**src/rtl/security_pkg.sv**
```systemverilog
// ---------------------------------------------------------------------------
// security_pkg : shared state encoding, timing defaults and sizing helpers
// Revision 1.0
// ---------------------------------------------------------------------------
`default_nettype none

package security_pkg;

    typedef enum logic [2:0] {
        DISARMED    = 3'd0,
        EXIT_DELAY  = 3'd1,
        ARMED       = 3'd2,
        ENTRY_DELAY = 3'd3,
        ALARM       = 3'd4,
        ALARM_HOLD  = 3'd5
    } sec_state_t;

    localparam longint unsigned CLK_HZ          = 64'd100_000_000;
    localparam longint unsigned DEF_EXIT_CYC    = 64'd3_000_000_000;
    localparam longint unsigned DEF_ENTRY_CYC   = 64'd3_000_000_000;
    localparam longint unsigned DEF_SIREN_CYC   = 64'd18_000_000_000;
    localparam longint unsigned DEF_LOCKOUT_CYC = 64'd6_000_000_000;

    // Counter width able to reach n-1; never narrower than one bit.
    function automatic int cyc_width(input longint unsigned n);
        return (n < 64'd2) ? 1 : $clog2(n);
    endfunction

    function automatic longint unsigned max3(input longint unsigned a,
                                             input longint unsigned b,
                                             input longint unsigned c);
        longint unsigned m;
        m = (a > b) ? a : b;
        return (m > c) ? m : c;
    endfunction

endpackage

`default_nettype wire

```
**src/rtl/sec_delay_timer.sv**
```systemverilog
// ---------------------------------------------------------------------------
// sec_delay_timer : clearable up-counter with terminal-count flag
// Revision 1.0
// ---------------------------------------------------------------------------
`default_nettype none

module sec_delay_timer #(
    parameter int W = 8
) (
    input  logic         clk,
    input  logic         rst,
    input  logic         clear,
    input  logic         enable,
    input  logic [W-1:0] terminal,
    output logic         done
);

    logic [W-1:0] count;

    always_ff @(posedge clk) begin
        if (!rst) begin
            count <= '0;
        end else if (clear) begin
            count <= '0;
        end else if (enable) begin
            count <= count + W'(1);
        end
    end

    assign done = enable && (count == terminal);

endmodule

`default_nettype wire

```
**src/rtl/security_zone_ctrl.sv**
```systemverilog
// ---------------------------------------------------------------------------
// security_zone_ctrl : multi-zone intrusion alarm with delays, tamper, lockout
// Revision 1.0
// ---------------------------------------------------------------------------
`default_nettype none

module security_zone_ctrl
    import security_pkg::*;
#(
    parameter int                    NUM_ZONES    = 4,
    parameter int                    CODE_W       = 4,
    parameter logic [CODE_W-1:0]     PASSCODE     = 4'hC,
    parameter logic [NUM_ZONES-1:0]  INSTANT_MASK = 4'b0001,
    parameter longint unsigned       EXIT_CYC     = DEF_EXIT_CYC,
    parameter longint unsigned       ENTRY_CYC    = DEF_ENTRY_CYC,
    parameter longint unsigned       SIREN_CYC    = DEF_SIREN_CYC,
    parameter int                    MAX_TRIES    = 3,
    parameter longint unsigned       LOCKOUT_CYC  = DEF_LOCKOUT_CYC
) (
    input  logic                          clk,
    input  logic                          rst,
    input  logic [NUM_ZONES-1:0]          sensors,
    input  logic [NUM_ZONES-1:0]          zone_bypass,
    input  logic                          tamper,
    input  logic [CODE_W-1:0]             code,
    input  logic                          code_valid,
    output logic                          alarm_siren,
    output logic                          armed,
    output logic [2:0]                    state_o,
    output logic [NUM_ZONES-1:0]          trip_zone,
    output logic [$clog2(MAX_TRIES+1)-1:0] fail_cnt,
    output logic                          locked
);

    localparam int TW = cyc_width(max3(EXIT_CYC, ENTRY_CYC, SIREN_CYC));
    localparam int LW = cyc_width(LOCKOUT_CYC);
    localparam int FW = $clog2(MAX_TRIES + 1);

    sec_state_t           state, nxt;
    logic [NUM_ZONES-1:0] bypass_latch, live;
    logic                 match, wrong, lock_hit;
    logic                 timed, expired, restart, lock_done;
    logic [TW-1:0]        term;

    always_comb begin
        // Tamper suppresses the correct code entirely while it is held.
        match    = code_valid & ~locked & ~tamper & (code == PASSCODE);
        wrong    = code_valid & ~locked & (code != PASSCODE);
        live     = sensors & ~bypass_latch;
        lock_hit = wrong && (fail_cnt == FW'(MAX_TRIES - 1));

        timed = 1'b0;
        term  = '0;
        case (state)
            EXIT_DELAY:  begin timed = 1'b1; term = TW'(EXIT_CYC - 1);  end
            ENTRY_DELAY: begin timed = 1'b1; term = TW'(ENTRY_CYC - 1); end
            ALARM:       begin timed = 1'b1; term = TW'(SIREN_CYC - 1); end
            default:     begin timed = 1'b0; term = '0;                 end
        endcase

        nxt = state;
        if (tamper) begin
            nxt = ALARM;
        end else if (match) begin
            nxt = (state == DISARMED) ? EXIT_DELAY : DISARMED;
        end else if (lock_hit && (state == ARMED || state == ENTRY_DELAY)) begin
            nxt = ALARM;
        end else begin
            case (state)
                EXIT_DELAY:  if (expired) nxt = (live == '0) ? ARMED : ENTRY_DELAY;
                ARMED: begin
                    if ((live & INSTANT_MASK) != '0) nxt = ALARM;
                    else if (live != '0)             nxt = ENTRY_DELAY;
                end
                ENTRY_DELAY: if (expired) nxt = ALARM;
                ALARM:       if (expired) nxt = ALARM_HOLD;
                ALARM_HOLD:  if ((live & ~trip_zone) != '0) nxt = ALARM;
                default:     nxt = state;
            endcase
        end

        // An expiry that keeps the state (tamper held in ALARM) rearms the timer.
        restart = (nxt != state) | expired;
    end

    sec_delay_timer #(.W(TW)) u_state_timer (
        .clk      (clk),
        .rst      (rst),
        .clear    (restart),
        .enable   (timed),
        .terminal (term),
        .done     (expired)
    );

    sec_delay_timer #(.W(LW)) u_lock_timer (
        .clk      (clk),
        .rst      (rst),
        .clear    (lock_hit),
        .enable   (locked),
        .terminal (LW'(LOCKOUT_CYC - 1)),
        .done     (lock_done)
    );

    always_ff @(posedge clk) begin
        if (!rst) begin
            state        <= ARMED;
            armed        <= 1'b1;
            alarm_siren  <= 1'b0;
            trip_zone    <= '0;
            fail_cnt     <= '0;
            locked       <= 1'b0;
            bypass_latch <= '0;
        end else begin
            state       <= nxt;
            armed       <= (nxt == ARMED) || (nxt == ENTRY_DELAY) ||
                           (nxt == ALARM) || (nxt == ALARM_HOLD);
            alarm_siren <= (nxt == ALARM);

            if (state == DISARMED && match) bypass_latch <= zone_bypass;

            if (nxt == DISARMED)
                trip_zone <= '0;
            else if (tamper && state != ALARM)
                trip_zone <= '0;
            else if (state == ARMED && nxt != ARMED)
                trip_zone <= live;
            else if (state == ALARM_HOLD && nxt == ALARM)
                trip_zone <= trip_zone | live;

            if (match || lock_hit) fail_cnt <= '0;
            else if (wrong)        fail_cnt <= fail_cnt + FW'(1);

            if (lock_hit)       locked <= 1'b1;
            else if (lock_done) locked <= 1'b0;
        end
    end

    assign state_o = state;

endmodule

`default_nettype wire

```
**config.mk**
```make
export PLATFORM = sky130hd
export DESIGN_NAME = security_zone_ctrl
export DESIGN_NICKNAME = d
export VERILOG_FILES = /design/src/rtl/security_pkg.sv /design/src/rtl/sec_delay_timer.sv /design/src/rtl/security_zone_ctrl.sv
export SDC_FILE = /design/constraint.sdc
export NUM_CORES = 1
export LEC_CHECK = 0
export ABC_AREA = 1
export CORE_MARGIN = 3
export CORE_UTILIZATION = 40
export DETAILED_ROUTE_END_ITERATION = 7
export GPL_TIMING_DRIVEN = 0
export SETUP_SLACK_MARGIN = 0.05
export SYNTH_ARGS = -nofsm -noshare
export SYNTH_HDL_FRONTEND = slang
export SYNTH_SLANG_ARGS = --single-unit
```
**constraint.sdc**
```tcl
create_clock -name clk -period 3 [get_ports clk]
set_clock_uncertainty 0.05 [all_clocks]
set_input_delay 0.45 -clock clk [delete_from_list [all_inputs] [get_ports clk]]
set_output_delay 0.45 -clock clk [all_outputs]
set_load 0.05 [all_outputs]
```
# After elaboration in Yosys (flattened, before gate mapping)
# Index checks and enable logic that the tools add are counted.
# Widths: inputs -> output; s select.
word_totals:
  register_bits: 84
  latch_bits: 0
  ramBits: 0
  romBits: 0
  output_inout_bits: 12
  memories: 0
op_classes:
  n_addsub: 3
  mul: 0
  div: 0
  n_lt_le_gt_ge: 0
  n_eq_ne: 17
  shift: 0
  muxes: 18
  n_bitwise: 13
  n_reduce_logical: 26
op_table:
  columns: ["op", "count"]
  rows:
  - ["$pmux 35 s2", 1]
  - ["$add 35x1->35 const B", 1]
  - ["$eq 35x35->1", 1]
  - ["$add 33x1->33 const B", 1]
  - ["$eq 33x33->1 const B", 1]
  - ["$mux 3", 9]
  - ["$pmux 3 s5", 1]
  - ["$eq 3x2->1 const B", 4]
  - ["$eq 3x3->1 const B", 4]
  - ["$and 4x4->4", 2]
  - ["$logic_and 1x1->1", 8]
  - ["$mux 4", 2]
  - ["$not 4->4", 2]
  - ["$reduce_bool 4->1", 2]
  - ["$reduce_or 2->1", 4]
  - ["$logic_not 3->1", 2]
  - ["$reduce_or 3->1", 2]
  - ["$logic_or 1x1->1", 5]
  - ["$mux 1", 5]
  - ["$and 1x1->1", 4]
  - ["$eq 4x4->1 const B", 1]
  - ["$logic_not 4->1", 1]
  - ["$ne 4x4->1 const B", 1]
  - ["$or 4x4->4", 1]
  - ["other kinds (9)", 12]

# Longest topological paths before layout
# Gate-level depths: netlist of run 1.
depth:
  ltp_word: 14
  mapped_depth: 22

# By module
# From an unflattened synthesis of run 1, not the netlist that was laid out.
unflattened:
  hier_cells: 1020
  hier_area_um2: 5866.9
modules_own_cells:
  columns: ["module", "instances", "cells_per_inst", "area_each_um2", "seq_area_each_um2"]
  rows:
  - ["sec_delay_timer (u_state_timer)", 1, 448, 2529.9, 700.7]
  - ["sec_delay_timer (u_lock_timer)", 1, 413, 2351.0, 660.6]
  - ["security_zone_ctrl", 1, 159, 985.9, 320.3]

# Worst setup path before layout of run 1
# Ideal clock, no wire load.
synth_path:
  kind: "reg2reg"
  from: "register state[1], in the netlist state_o[1]"
  to: "register u_state_timer.count[12]"
  setup_ns: 0.062
  arrival_time_ns: 2.670
  t_required_ns: 2.888
  setup_slack_ns: 0.218
  path_stages_with_launch: 20
  path_cell_list: "dfxtp_1 inv_1 nand3_4 nand2_4 nor2_8 nand2_2 nand2_2 nand2_2 nor2_4 nand3_2 nand2_2 nand2_2 o21ai_2 inv_2 nand2_1 nand4_2 nor2_4 nand3_4 buf_12 nor2_4"
synth_via:
  elab_chain_cells: 13
  word_cells_on_any_way: 28
  cone_classes: "eq/ne (7); mux (13); bitwise (1); reduce/logical (7)"
synth_rtl:
  columns: ["element", "line_no", "text"]
  rows:
  - ["from (decl)", "security_zone_ctrl.sv:39", "sec_state_t state, nxt;"]
  - ["from (signal assigned)", "security_zone_ctrl.sv:114", "state <= nxt;"]
  - ["$eq 3x2->1 or $eq 3x1->1 (tied branches)", "security_zone_ctrl.sv:54, security_zone_ctrl.sv:66, security_zone_ctrl.sv:69", null]
  - ["$reduce_or 2->1 (no source line)", null, null]
  - ["$pmux 35 s2", "security_zone_ctrl.sv:54", "case (state)"]
  - ["$eq 35x35->1", "sec_delay_timer.sv:30", "assign done = enable && (count == terminal);"]
  - ["$logic_and 1x1->1", "sec_delay_timer.sv:30", null]
  - ["$mux 3, on equally long branches", "security_zone_ctrl.sv:76, security_zone_ctrl.sv:70, security_zone_ctrl.sv:75", null]
  - ["$pmux 3 s5", "security_zone_ctrl.sv:69", "case (state)"]
  - ["$mux 3", "security_zone_ctrl.sv:66", "end else if (lock_hit && (state == ARMED || state == ENTRY_DELAY)) begin"]
  - ["$mux 3", "security_zone_ctrl.sv:64", "end else if (match) begin"]
  - ["$mux 3", "security_zone_ctrl.sv:62", "if (tamper) begin"]
  - ["$ne 3x3->1", "security_zone_ctrl.sv:83", "restart = (nxt != state) | expired;"]
  - ["$or 1x1->1", "security_zone_ctrl.sv:83", null]
  - ["$reduce_or 2->1 (no source line)", null, null]
  - ["to (signal assigned)", "sec_delay_timer.sv:26", "count <= count + W'(1);"]
  - ["to (decl)", "sec_delay_timer.sv:18", "logic [W-1:0] count;"]
# Several ways; a longest one is shown, not always the timed one.
# A chain may end at the register's enable or synchronous reset.

# Worst setup path in the final report of run 1
layout_path:
  from: "register state[1], in the netlist state_o[1]"
  to: "register u_state_timer.count[29]"
# The elaborated chain is that of the path after synthesis.

==> metrics.txt, run 1 <==
# TYPE chip_impl_metric gauge
chip_impl_info{name="status",value="finished clean"} 1
chip_impl_info{name="worstReg2RegStart",value="state_o[1]$_SDFF_PN1_"} 1
chip_impl_metric{name="finalWeightedCongestion",unit=""} 0.8929
chip_impl_info{name="layout_commonest_cell",value="sky130_fd_sc_hd__nand2_1"} 1
chip_impl_info{name="grt_setup_unrepaired",value="false"} 1
chip_impl_metric{name="die_h",unit="µm"} 116.3
chip_impl_metric{name="reg2regPathDepth",unit=""} 16
chip_impl_metric{name="timing_worst_slew_pin_value",unit="ns"} 0.6576
chip_impl_metric{name="design.final.nets",unit=""} 730
chip_impl_metric{name="detailedPlacementHpwl",unit="mm"} 8.502
chip_impl_info{name="cts_tree",value="done"} 1
chip_impl_metric{name="layout.filler_cells",unit=""} 1165
chip_impl_metric{name="final_hold_viol_count",unit=""} 0
chip_impl_metric{name="start_util",unit=""} 0.4170
chip_impl_metric{name="die_x",unit="µm"} 116.3
chip_impl_info{name="worst_path_max_delay_cell",value="sky130_fd_sc_hd__dfxtp_2"} 1
chip_impl_metric{name="ir_worst_vdd",unit="µV"} 251.5
chip_impl_metric{name="io_pins",unit=""} 28
chip_impl_metric{name="synth_top_area_share",unit=""} 0.3458
chip_impl_metric{name="cap_viol_max_count",unit=""} 0
chip_impl_metric{name="max_freq",unit="MHz"} 365.1
chip_impl_metric{name="synthCells",unit=""} 672
chip_impl_metric{name="setup.reg_to_reg.worst_slack",unit="ns"} 0.26
chip_impl_info{name="worst-setup-path-type",value="flop to flop"} 1
chip_impl_metric{name="syn_nets",unit=""} 691
chip_impl_metric{name="clock_transition_time_at_the_flip_flop_clock_pins_of_the_worst_setup_and_hold_paths",unit="ns"} 0.06
chip_impl_metric{name="port-buffer-count",unit=""} 26
chip_impl_metric{name="number_of_global_route_vias_before_repair",unit=""} 4069
chip_impl_metric{name="synth_seq_cells",unit=""} 84
chip_impl_info{name="path_cells",value="inv_1 > nand3_4 > nand2_4 > nand2_1 > o21ai_1 > nand2_1 > nor2_2 > and2_1 > nand3_1 > nand4_1 > nand2_1 > xor2_1 > nor2_4 > nand3_4 > buf_12 > nor2_4"} 1
chip_impl_metric{name="worstSkewPairLatency",unit="ns"} 0.34
chip_impl_info{name="crit_path_frequent_cell",value="sky130_fd_sc_hd__nand2_1"} 1
chip_impl_metric{name="cts-root-to-sink-buffers",unit=""} 2
chip_impl_metric{name="post_route_cells_drive_above_1_share",unit=""} 0.1313
chip_impl_metric{name="largest_net_degree_at_the_start_of_global_routing",unit=""} 14
chip_impl_metric{name="drc",unit=""} 0
chip_impl_metric{name="drtAntennaViolNets",unit=""} 0
chip_impl_info{name="clk_root_buf",value="sky130_fd_sc_hd__clkbuf_16"} 1
chip_impl_metric{name="floorplan.die_area",unit="µm²"} 13520
chip_impl_metric{name="cts_sinks",unit=""} 84
chip_impl_metric{name="via_density",unit=""} 5.099
chip_impl_info{name="most-common-layout-cells",value="sky130_fd_sc_hd__nand2_1, sky130_fd_sc_hd__nor2_1, sky130_fd_sc_hd__inv_1"} 1
chip_impl_metric{name="synthesis.yosys.warnings",unit=""} 0
chip_impl_metric{name="route.detailed.wl_per_inst",unit="µm"} 13.13
chip_impl_metric{name="final-instance-count-excl-fill",unit=""} 859
chip_impl_metric{name="vias",unit=""} 4380
chip_impl_metric{name="place_inst",unit=""} 841
chip_impl_metric{name="grt_pass1_wl",unit="mm"} 19.25
chip_impl_metric{name="seq_total_area_yosys",unit=""} 0.3458
chip_impl_info{name="critical_path_startpoint_category",value="flop"} 1
chip_impl_info{name="min_to",value="state_o[1]$_SDFF_PN1_"} 1
chip_impl_metric{name="p_leak",unit="µW"} 0.001937
chip_impl_metric{name="setup_total_negative_slack",unit="ns"} 0
chip_impl_metric{name="grt_use_total",unit=""} 0.1776
chip_impl_metric{name="drt_pre_antenna_iters",unit=""} 5
chip_impl_metric{name="antennaDiodeCount",unit=""} 0
chip_impl_metric{name="synthDistinctLibCells",unit=""} 41
chip_impl_info{name="holdCritStartpoint",value="rst"} 1
chip_impl_metric{name="critical_path.max_stage_delay",unit="ns"} 0.36
chip_impl_metric{name="postSynthAreaPerCell",unit="µm²"} 7.237
chip_impl_metric{name="timing.critical_path.arrival",unit="ns"} 2.97
chip_impl_info{name="endpoint_kind",value="flop"} 1
chip_impl_metric{name="slew_violations",unit=""} 0
chip_impl_info{name="ys_top_cells_by_area",value="sky130_fd_sc_hd__dfxtp_1, sky130_fd_sc_hd__nand2_1, sky130_fd_sc_hd__nor2_4"} 1
chip_impl_metric{name="core_area",unit="µm²"} 11660
chip_impl_metric{name="power-per-cell-area",unit="nW/µm²"} 478.5
chip_impl_metric{name="h-tree-depth",unit=""} 3
chip_impl_metric{name="critical_path_required",unit="ns"} 3.23
chip_impl_info{name="timing.rr.end",value="u_state_timer.count[29]$_SDFFE_PP0P_"} 1
chip_impl_metric{name="initialDrtViolationCount",unit=""} 324
chip_impl_metric{name="slew-limit-headroom",unit=""} 0.5575
chip_impl_metric{name="areaGrowthSynthToFinish",unit="%"} 17.06
chip_impl_info{name="synth_top_cell_by_area",value="sky130_fd_sc_hd__dfxtp_1"} 1
chip_impl_info{name="worst_hold_path_type",value="input pin to flop"} 1
chip_impl_metric{name="antenna_found_initial",unit=""} 0
chip_impl_metric{name="grt_remaining_overflow",unit=""} 0
chip_impl_metric{name="worst-path-max-fanout",unit=""} 10
chip_impl_metric{name="site_row_count",unit=""} 39
chip_impl_metric{name="setup_violations",unit=""} 0
chip_impl_metric{name="drt_wl_total",unit="mm"} 11.28
chip_impl_metric{name="syn_std_cell_area",unit="µm²"} 4863
chip_impl_metric{name="period_needed",unit="ns"} 2.739
chip_impl_metric{name="timing.hold.worst_path_depth",unit=""} 2
chip_impl_metric{name="min_period_over_period",unit=""} 0.9130
chip_impl_metric{name="cts_hold_repair.buffers",unit=""} 0
chip_impl_metric{name="cts_made_buffers",unit=""} 9
metrics by stage:
step	setup WS [ns]	total power, µW	utilization	instance area [µm²]	hold slack [ns]
global route	0.05145	2846	0.4881	5693	0.2953
global placement	0.07256	1532	0.4547	5303	0.3872
detailed placement	0.07245	1537	0.4547	5303	0.3983
floorplan	0.2184	1439	-	4863	0.3738
finish	0.2611	2724	0.4881	5693	0.3001
CTS	0.09268	2748	0.4826	5628	0.2877
flip-flops by register name, indices dropped and copies added, names as in the netlist:
signal	cells
fail_cnt	2
alarm_siren	1
trip_zone	4
locked	1
bypass_latch	4
u_lock_timer.count	33
u_state_timer.count	35
state_o	3
armed	1
where the power goes:
group / total [µW] / internal [µW] / switching (µW)
clock: 1200 / 751 / 452
sequential: 1140 / 1130 / 13.5
combinational: 377 / 127 / 250
layer usage:
layer | wire length (µm) | up-vias | track usage | share of wire
met3 | 639 | 11 | 0.04922 | 0.057
met5 | 0 | - | 0 | 0
li1 | - | 2261 | - | -
met2 | 5234 | 100 | 0.2777 | 0.46
met1 | 5296 | 2008 | 0.2412 | 0.47
met4 | 109 | 0 | 0.04872 | 0.0097
how the worst max path moves through the flow:
stage	start	end	slack, ns
after floorplan	state_o[1]$_SDFF_PN1_	u_state_timer.count[12]$_SDFFE_PP0P_	0.22
after global placement	u_state_timer.count[0]$_SDFFE_PP0P_	u_state_timer.count[34]$_SDFFE_PP0P_	0.07
after detailed placement	u_state_timer.count[0]$_SDFFE_PP0P_	u_state_timer.count[34]$_SDFFE_PP0P_	0.07
after CTS	u_lock_timer.count[0]$_SDFFE_PP0P_	u_lock_timer.count[30]$_SDFFE_PP0P_	0.09
after global routing	u_lock_timer.count[0]$_SDFFE_PP0P_	u_lock_timer.count[30]$_SDFFE_PP0P_	0.05
final	state_o[1]$_SDFF_PN1_	u_state_timer.count[29]$_SDFFE_PP0P_	0.26
timing repair:
| action | CTS | global route |
|---|---|---|
| buffers inserted | 0 | 2 |
| resized for setup | 1 | 13 |
| pin swaps | 0 | 2 |
| endpoints found under the setup margin | 1 | 37 |
critical path, delay by kind of cell (launching register included):
kind | cells | cell delay, ns
simple gates | 12 | 1.60
xor+xnor | 1 | 0.19
buf+inv | 2 | 0.38
flops | 1 | 0.36
compound gates | 1 | 0.08
cells by family after synthesis:
logic type / count (synthesis) / share of synthesized area
flops: 84 / 0.3458
buf+inv: 99 / 0.08953
simple gates: 387 / 0.4201
xor+xnor: 41 / 0.07383
compound gates: 58 / 0.06303
fa+ha+maj: 3 / 0.007719
Yosys cell counts:
| library cell | count |
|---|---|
| sky130_fd_sc_hd__nand2_1 | 124 |
| sky130_fd_sc_hd__nor2_1 | 88 |
| sky130_fd_sc_hd__dfxtp_1 | 84 |
| sky130_fd_sc_hd__inv_1 | 83 |
| sky130_fd_sc_hd__nand3_1 | 38 |
| sky130_fd_sc_hd__nor2_4 | 32 |
| sky130_fd_sc_hd__nor3_1 | 32 |
| sky130_fd_sc_hd__xor2_1 | 29 |
| sky130_fd_sc_hd__a21oi_1 | 26 |
| sky130_fd_sc_hd__o21ai_0 | 22 |
| sky130_fd_sc_hd__nand4_1 | 21 |
| sky130_fd_sc_hd__nor4_1 | 18 |
| sky130_fd_sc_hd__xnor2_1 | 12 |
| sky130_fd_sc_hd__nand2_2 | 9 |
| sky130_fd_sc_hd__inv_2 | 5 |
| sky130_fd_sc_hd__clkbuf_1 | 4 |
| sky130_fd_sc_hd__nor3b_1 | 4 |
| sky130_fd_sc_hd__a31oi_1 | 3 |
| sky130_fd_sc_hd__buf_12 | 3 |
| sky130_fd_sc_hd__ha_1 | 3 |
| sky130_fd_sc_hd__nand3_4 | 3 |
| sky130_fd_sc_hd__o21ai_1 | 3 |
| sky130_fd_sc_hd__buf_4 | 2 |
| sky130_fd_sc_hd__nand3_2 | 2 |
| sky130_fd_sc_hd__nand3b_1 | 2 |
| sky130_fd_sc_hd__nor2_2 | 2 |
| sky130_fd_sc_hd__or2_2 | 2 |
| sky130_fd_sc_hd__or3_1 | 2 |
| sky130_fd_sc_hd__or4_1 | 2 |
| sky130_fd_sc_hd__a311oi_1 | 1 |
| sky130_fd_sc_hd__and2_1 | 1 |
| sky130_fd_sc_hd__and3_1 | 1 |
| sky130_fd_sc_hd__buf_1 | 1 |
| sky130_fd_sc_hd__buf_6 | 1 |
| sky130_fd_sc_hd__nand2_4 | 1 |
| sky130_fd_sc_hd__nand4_2 | 1 |
| sky130_fd_sc_hd__nor2_8 | 1 |
| sky130_fd_sc_hd__nor3_2 | 1 |
| sky130_fd_sc_hd__o211ai_1 | 1 |
| sky130_fd_sc_hd__o21a_1 | 1 |
| sky130_fd_sc_hd__o21ai_2 | 1 |
final cells by class:
class,instances,area (µm²),area share
Sequential cell,84,1685,0.2960
Tap cell,143,178.9,0.03143
Timing Repair Buffer,28,275.3,0.04835
Multi-Input combinational cell,489,2799,0.4916
Clock buffer,12,246.5,0.04330
Buffer,11,105.1,0.01846
Inverter,88,330.3,0.05802
Clock inverter,4,72.57,0.01275
(Power assumes the default switching activity.)
==> inputs of run 2 (changes only) <==
--- a/config.mk
+++ b/config.mk
@@ -6,8 +6,9 @@
 export NUM_CORES = 1
 export LEC_CHECK = 0
 export ABC_AREA = 1
-export CORE_MARGIN = 3
+export CORE_MARGIN = 4
 export CORE_UTILIZATION = 40
+export CTS_CLUSTER_SIZE = 20
 export DETAILED_ROUTE_END_ITERATION = 7
 export GPL_TIMING_DRIVEN = 0
 export SETUP_SLACK_MARGIN = 0.05
==> run 2 against run 1 <==
  * Register-to-register slack got worse by 0.04 ns
  * Sequential share of layout area decreased by 0.25 points
  * Clock-buffer cell count decreased by 2
  * Non-clock buffer count increased by 4
  * Hold slack got worse by 0.0087 ns
  * Design area increased by 0.77%
  * Routed wire length increased by 0.98%
  * Critical path depth decreased by 6
  * Flip-flop and latch count unchanged
  * Utilization decreased by 0.85 points
  * Sequential power about the same
  * Largest power group is now registers
  * Highest routed layer unchanged
==> metrics.txt, run 2 (synthesized netlist as in run 1, its figures left out) <==
# TYPE chip_impl_metric gauge
chip_impl_metric{name="post-place-ws",unit="ns"} 0.07069
chip_impl_metric{name="setup_total_negative_slack",unit="ns"} 0
chip_impl_metric{name="drtAntennaViolNets",unit=""} 0
chip_impl_metric{name="cap_viol_max_count",unit=""} 0
chip_impl_metric{name="grt_remaining_overflow",unit=""} 0
chip_impl_metric{name="cts_made_buffers",unit=""} 9
chip_impl_info{name="critical_path_startpoint_category",value="flop"} 1
chip_impl_metric{name="die_h",unit="µm"} 118.3
chip_impl_info{name="largest_registers",value="u_state_timer.count x35, u_lock_timer.count x33"} 1
chip_impl_metric{name="drc",unit=""} 0
chip_impl_metric{name="port-buffer-count",unit=""} 26
chip_impl_info{name="grt_setup_unrepaired",value="true"} 1
chip_impl_metric{name="drt_pre_antenna_iters",unit=""} 5
chip_impl_metric{name="cts-root-to-sink-buffers",unit=""} 2
chip_impl_metric{name="period_needed",unit="ns"} 2.781
chip_impl_metric{name="min_period_over_period",unit=""} 0.9268
chip_impl_metric{name="drt_wl_total",unit="mm"} 11.39
chip_impl_info{name="most-common-layout-cells",value="sky130_fd_sc_hd__nand2_1, sky130_fd_sc_hd__nor2_1, sky130_fd_sc_hd__inv_1"} 1
chip_impl_metric{name="core_area",unit="µm²"} 11960
chip_impl_metric{name="site_row_count",unit=""} 40
chip_impl_info{name="layout_commonest_cell",value="sky130_fd_sc_hd__nand2_1"} 1
chip_impl_metric{name="setup_violations",unit=""} 0
chip_impl_metric{name="worstSkewPairLatency",unit="ns"} 0.35
chip_impl_metric{name="route.detailed.wl_per_inst",unit="µm"} 13.14
chip_impl_metric{name="antenna_found_initial",unit=""} 0
chip_impl_metric{name="max_freq",unit="MHz"} 359.6
chip_impl_metric{name="worst-path-max-fanout",unit=""} 7
chip_impl_metric{name="slew_violations",unit=""} 0
chip_impl_info{name="cts_tree",value="done"} 1
chip_impl_metric{name="final_critical_path_setup_slack",unit="ns"} 0.2195
chip_impl_metric{name="start_util",unit=""} 0.4066
chip_impl_info{name="worst_hold_path_type",value="input pin to flop"} 1
chip_impl_info{name="endpoint_kind",value="flop"} 1
chip_impl_info{name="clk_root_buf",value="sky130_fd_sc_hd__clkbuf_16"} 1
chip_impl_metric{name="largest_register_ffs",unit=""} 35
chip_impl_metric{name="via_density",unit=""} 5.113
chip_impl_metric{name="post_route_cells_drive_above_1_share",unit=""} 0.1389
chip_impl_metric{name="number_of_global_route_vias_before_repair",unit=""} 4244
chip_impl_metric{name="p_leak",unit="µW"} 0.001971
chip_impl_metric{name="finalWeightedCongestion",unit=""} 0.8380
chip_impl_metric{name="h-tree-depth",unit=""} 3
chip_impl_metric{name="antennaDiodeCount",unit=""} 0
chip_impl_metric{name="vias",unit=""} 4433
chip_impl_metric{name="grt_pass1_wl",unit="mm"} 19.33
chip_impl_metric{name="io_pins",unit=""} 28
chip_impl_info{name="status",value="finished clean"} 1
chip_impl_metric{name="finalHoldWorstSlack",unit="ns"} 0.2914
chip_impl_metric{name="power-per-cell-area",unit="nW/µm²"} 456.3
chip_impl_metric{name="grt_use_total",unit=""} 0.1664
chip_impl_metric{name="die_x",unit="µm"} 118.3
chip_impl_metric{name="design.final.nets",unit=""} 734
chip_impl_metric{name="ir_worst_vdd",unit="µV"} 241.6
chip_impl_info{name="worst-setup-path-type",value="flop to flop"} 1
chip_impl_metric{name="timing.critical_path.arrival",unit="ns"} 2.97
chip_impl_metric{name="floorplan.die_area",unit="µm²"} 13990
chip_impl_metric{name="layout.filler_cells",unit=""} 1179
chip_impl_metric{name="cts_sinks",unit=""} 84
chip_impl_metric{name="final_hold_viol_count",unit=""} 0
chip_impl_metric{name="slew-limit-headroom",unit=""} 0.5846
chip_impl_metric{name="clock_transition_time_at_the_flip_flop_clock_pins_of_the_worst_setup_and_hold_paths",unit="ns"} 0.07
chip_impl_metric{name="largest_net_degree_at_the_start_of_global_routing",unit=""} 16
chip_impl_metric{name="area_of_the_multi_input_gates",unit="µm²"} 2810
chip_impl_metric{name="layout.area.seq",unit="µm²"} 1684
chip_impl_metric{name="initialDrtViolationCount",unit=""} 227
chip_impl_metric{name="timing_worst_slew_pin_value",unit="ns"} 0.6174
chip_impl_metric{name="detailedPlacementHpwl",unit="mm"} 8.531
chip_impl_metric{name="critical_path_required",unit="ns"} 3.19
chip_impl_metric{name="areaGrowthSynthToFinish",unit="%"} 17.96
chip_impl_info{name="register_with_the_most_flip_flops",value="u_state_timer.count"} 1
[run 2: path summary, 6_finish.rpt]
kind	from	end	slack, ns	cells after the start
worst max-delay path	u_state_timer.count[0]$_SDFFE_PP0P_	u_state_timer.count[31]$_SDFFE_PP0P_	0.22	10
worst min-delay path	rst	state_o[1]$_SDFF_PN1_	0.29	2
worst max register to register	u_state_timer.count[0]$_SDFFE_PP0P_	u_state_timer.count[31]$_SDFFE_PP0P_	0.22	10
worst min register to register	u_lock_timer.count[30]$_SDFFE_PP0P_	u_lock_timer.count[30]$_SDFFE_PP0P_	0.40	2
[run 2: cell type report]
cell class                 count  share of cell area
multi-input combinational    489              0.4899
tap                          147             0.03206
sequential                    84              0.2936
buffer                        11             0.01832
clock inverter                 6            0.008506
clock buffer                  10             0.04166
timing repair buffer          32             0.05845
inverter                      88             0.05758
[run 2: metrics by stage]
| step | total power (µW) | util | instances | instance area [µm²] |
|---|---|---|---|---|
| 6_report | 2618 | 0.4796 | 867 | 5737 |
| 2_1_floorplan | 1439 | - | 672 | 4863 |
| 3_3_place_gp | 1532 | 0.4437 | 845 | 5308 |
| 3_5_place_dp | 1537 | 0.4437 | 845 | 5308 |
| 4_1_cts | 2618 | 0.4683 | 861 | 5602 |
| 5_1_grt | 2736 | 0.4796 | 867 | 5737 |
[run 2: worst max-delay path, cell delays in order, from the launching register on]
cell,delay [ns]
sky130_fd_sc_hd__dfxtp_1,0.47
sky130_fd_sc_hd__nand3_1,0.10
sky130_fd_sc_hd__nor3_1,0.29
sky130_fd_sc_hd__nand3_1,0.13
sky130_fd_sc_hd__nor3_1,0.35
sky130_fd_sc_hd__nand3_1,0.17
sky130_fd_sc_hd__nor2_1,0.29
sky130_fd_sc_hd__nand4_1,0.29
sky130_fd_sc_hd__nor2_1,0.22
sky130_fd_sc_hd__xor2_1,0.26
sky130_fd_sc_hd__nor2_4,0.06
[run 2: timing repair]
| action | in CTS | in global routing |
|---|---|---|
| hold buffers | 0 | 0 |
| pin swaps | 0 | 3 |
| setup buffers | 0 | 5 |
| setup endpoints to repair | 1 | 38 |
| endpoints found under the hold margin | 0 | 0 |
| gates cloned | 0 | 1 |
| resized for setup | 1 | 15 |
[run 2: report_power, final]
| group | switching, µW | total (µW) | internal, µW |
|---|---|---|---|
| sequential | 13.7 | 1140 | 1130 |
| combinational | 255 | 398 | 143 |
| clock | 486 | 1080 | 591 |
[run 2: per-layer routing]
layer | part of all wire | global-route usage | vias up
met3 | 0.044 | 0.03923 | 19
met2 | 0.46 | 0.2658 | 78
met5 | 0 | 0 | -
met1 | 0.47 | 0.2160 | 2065
li1 | - | - | 2271
met4 | 0.023 | 0.06740 | 0
==> inputs of run 3 (changes only) <==
--- a/config.mk
+++ b/config.mk
@@ -8,6 +8,7 @@
 export ABC_AREA = 1
 export CORE_MARGIN = 4
 export CORE_UTILIZATION = 40
+export CTS_CLUSTER_DIAMETER = 150
 export CTS_CLUSTER_SIZE = 20
 export DETAILED_ROUTE_END_ITERATION = 7
 export GPL_TIMING_DRIVEN = 0
==> results of run 3 <==
No change in the layout: final DEF, timing and power equal those of run 2.
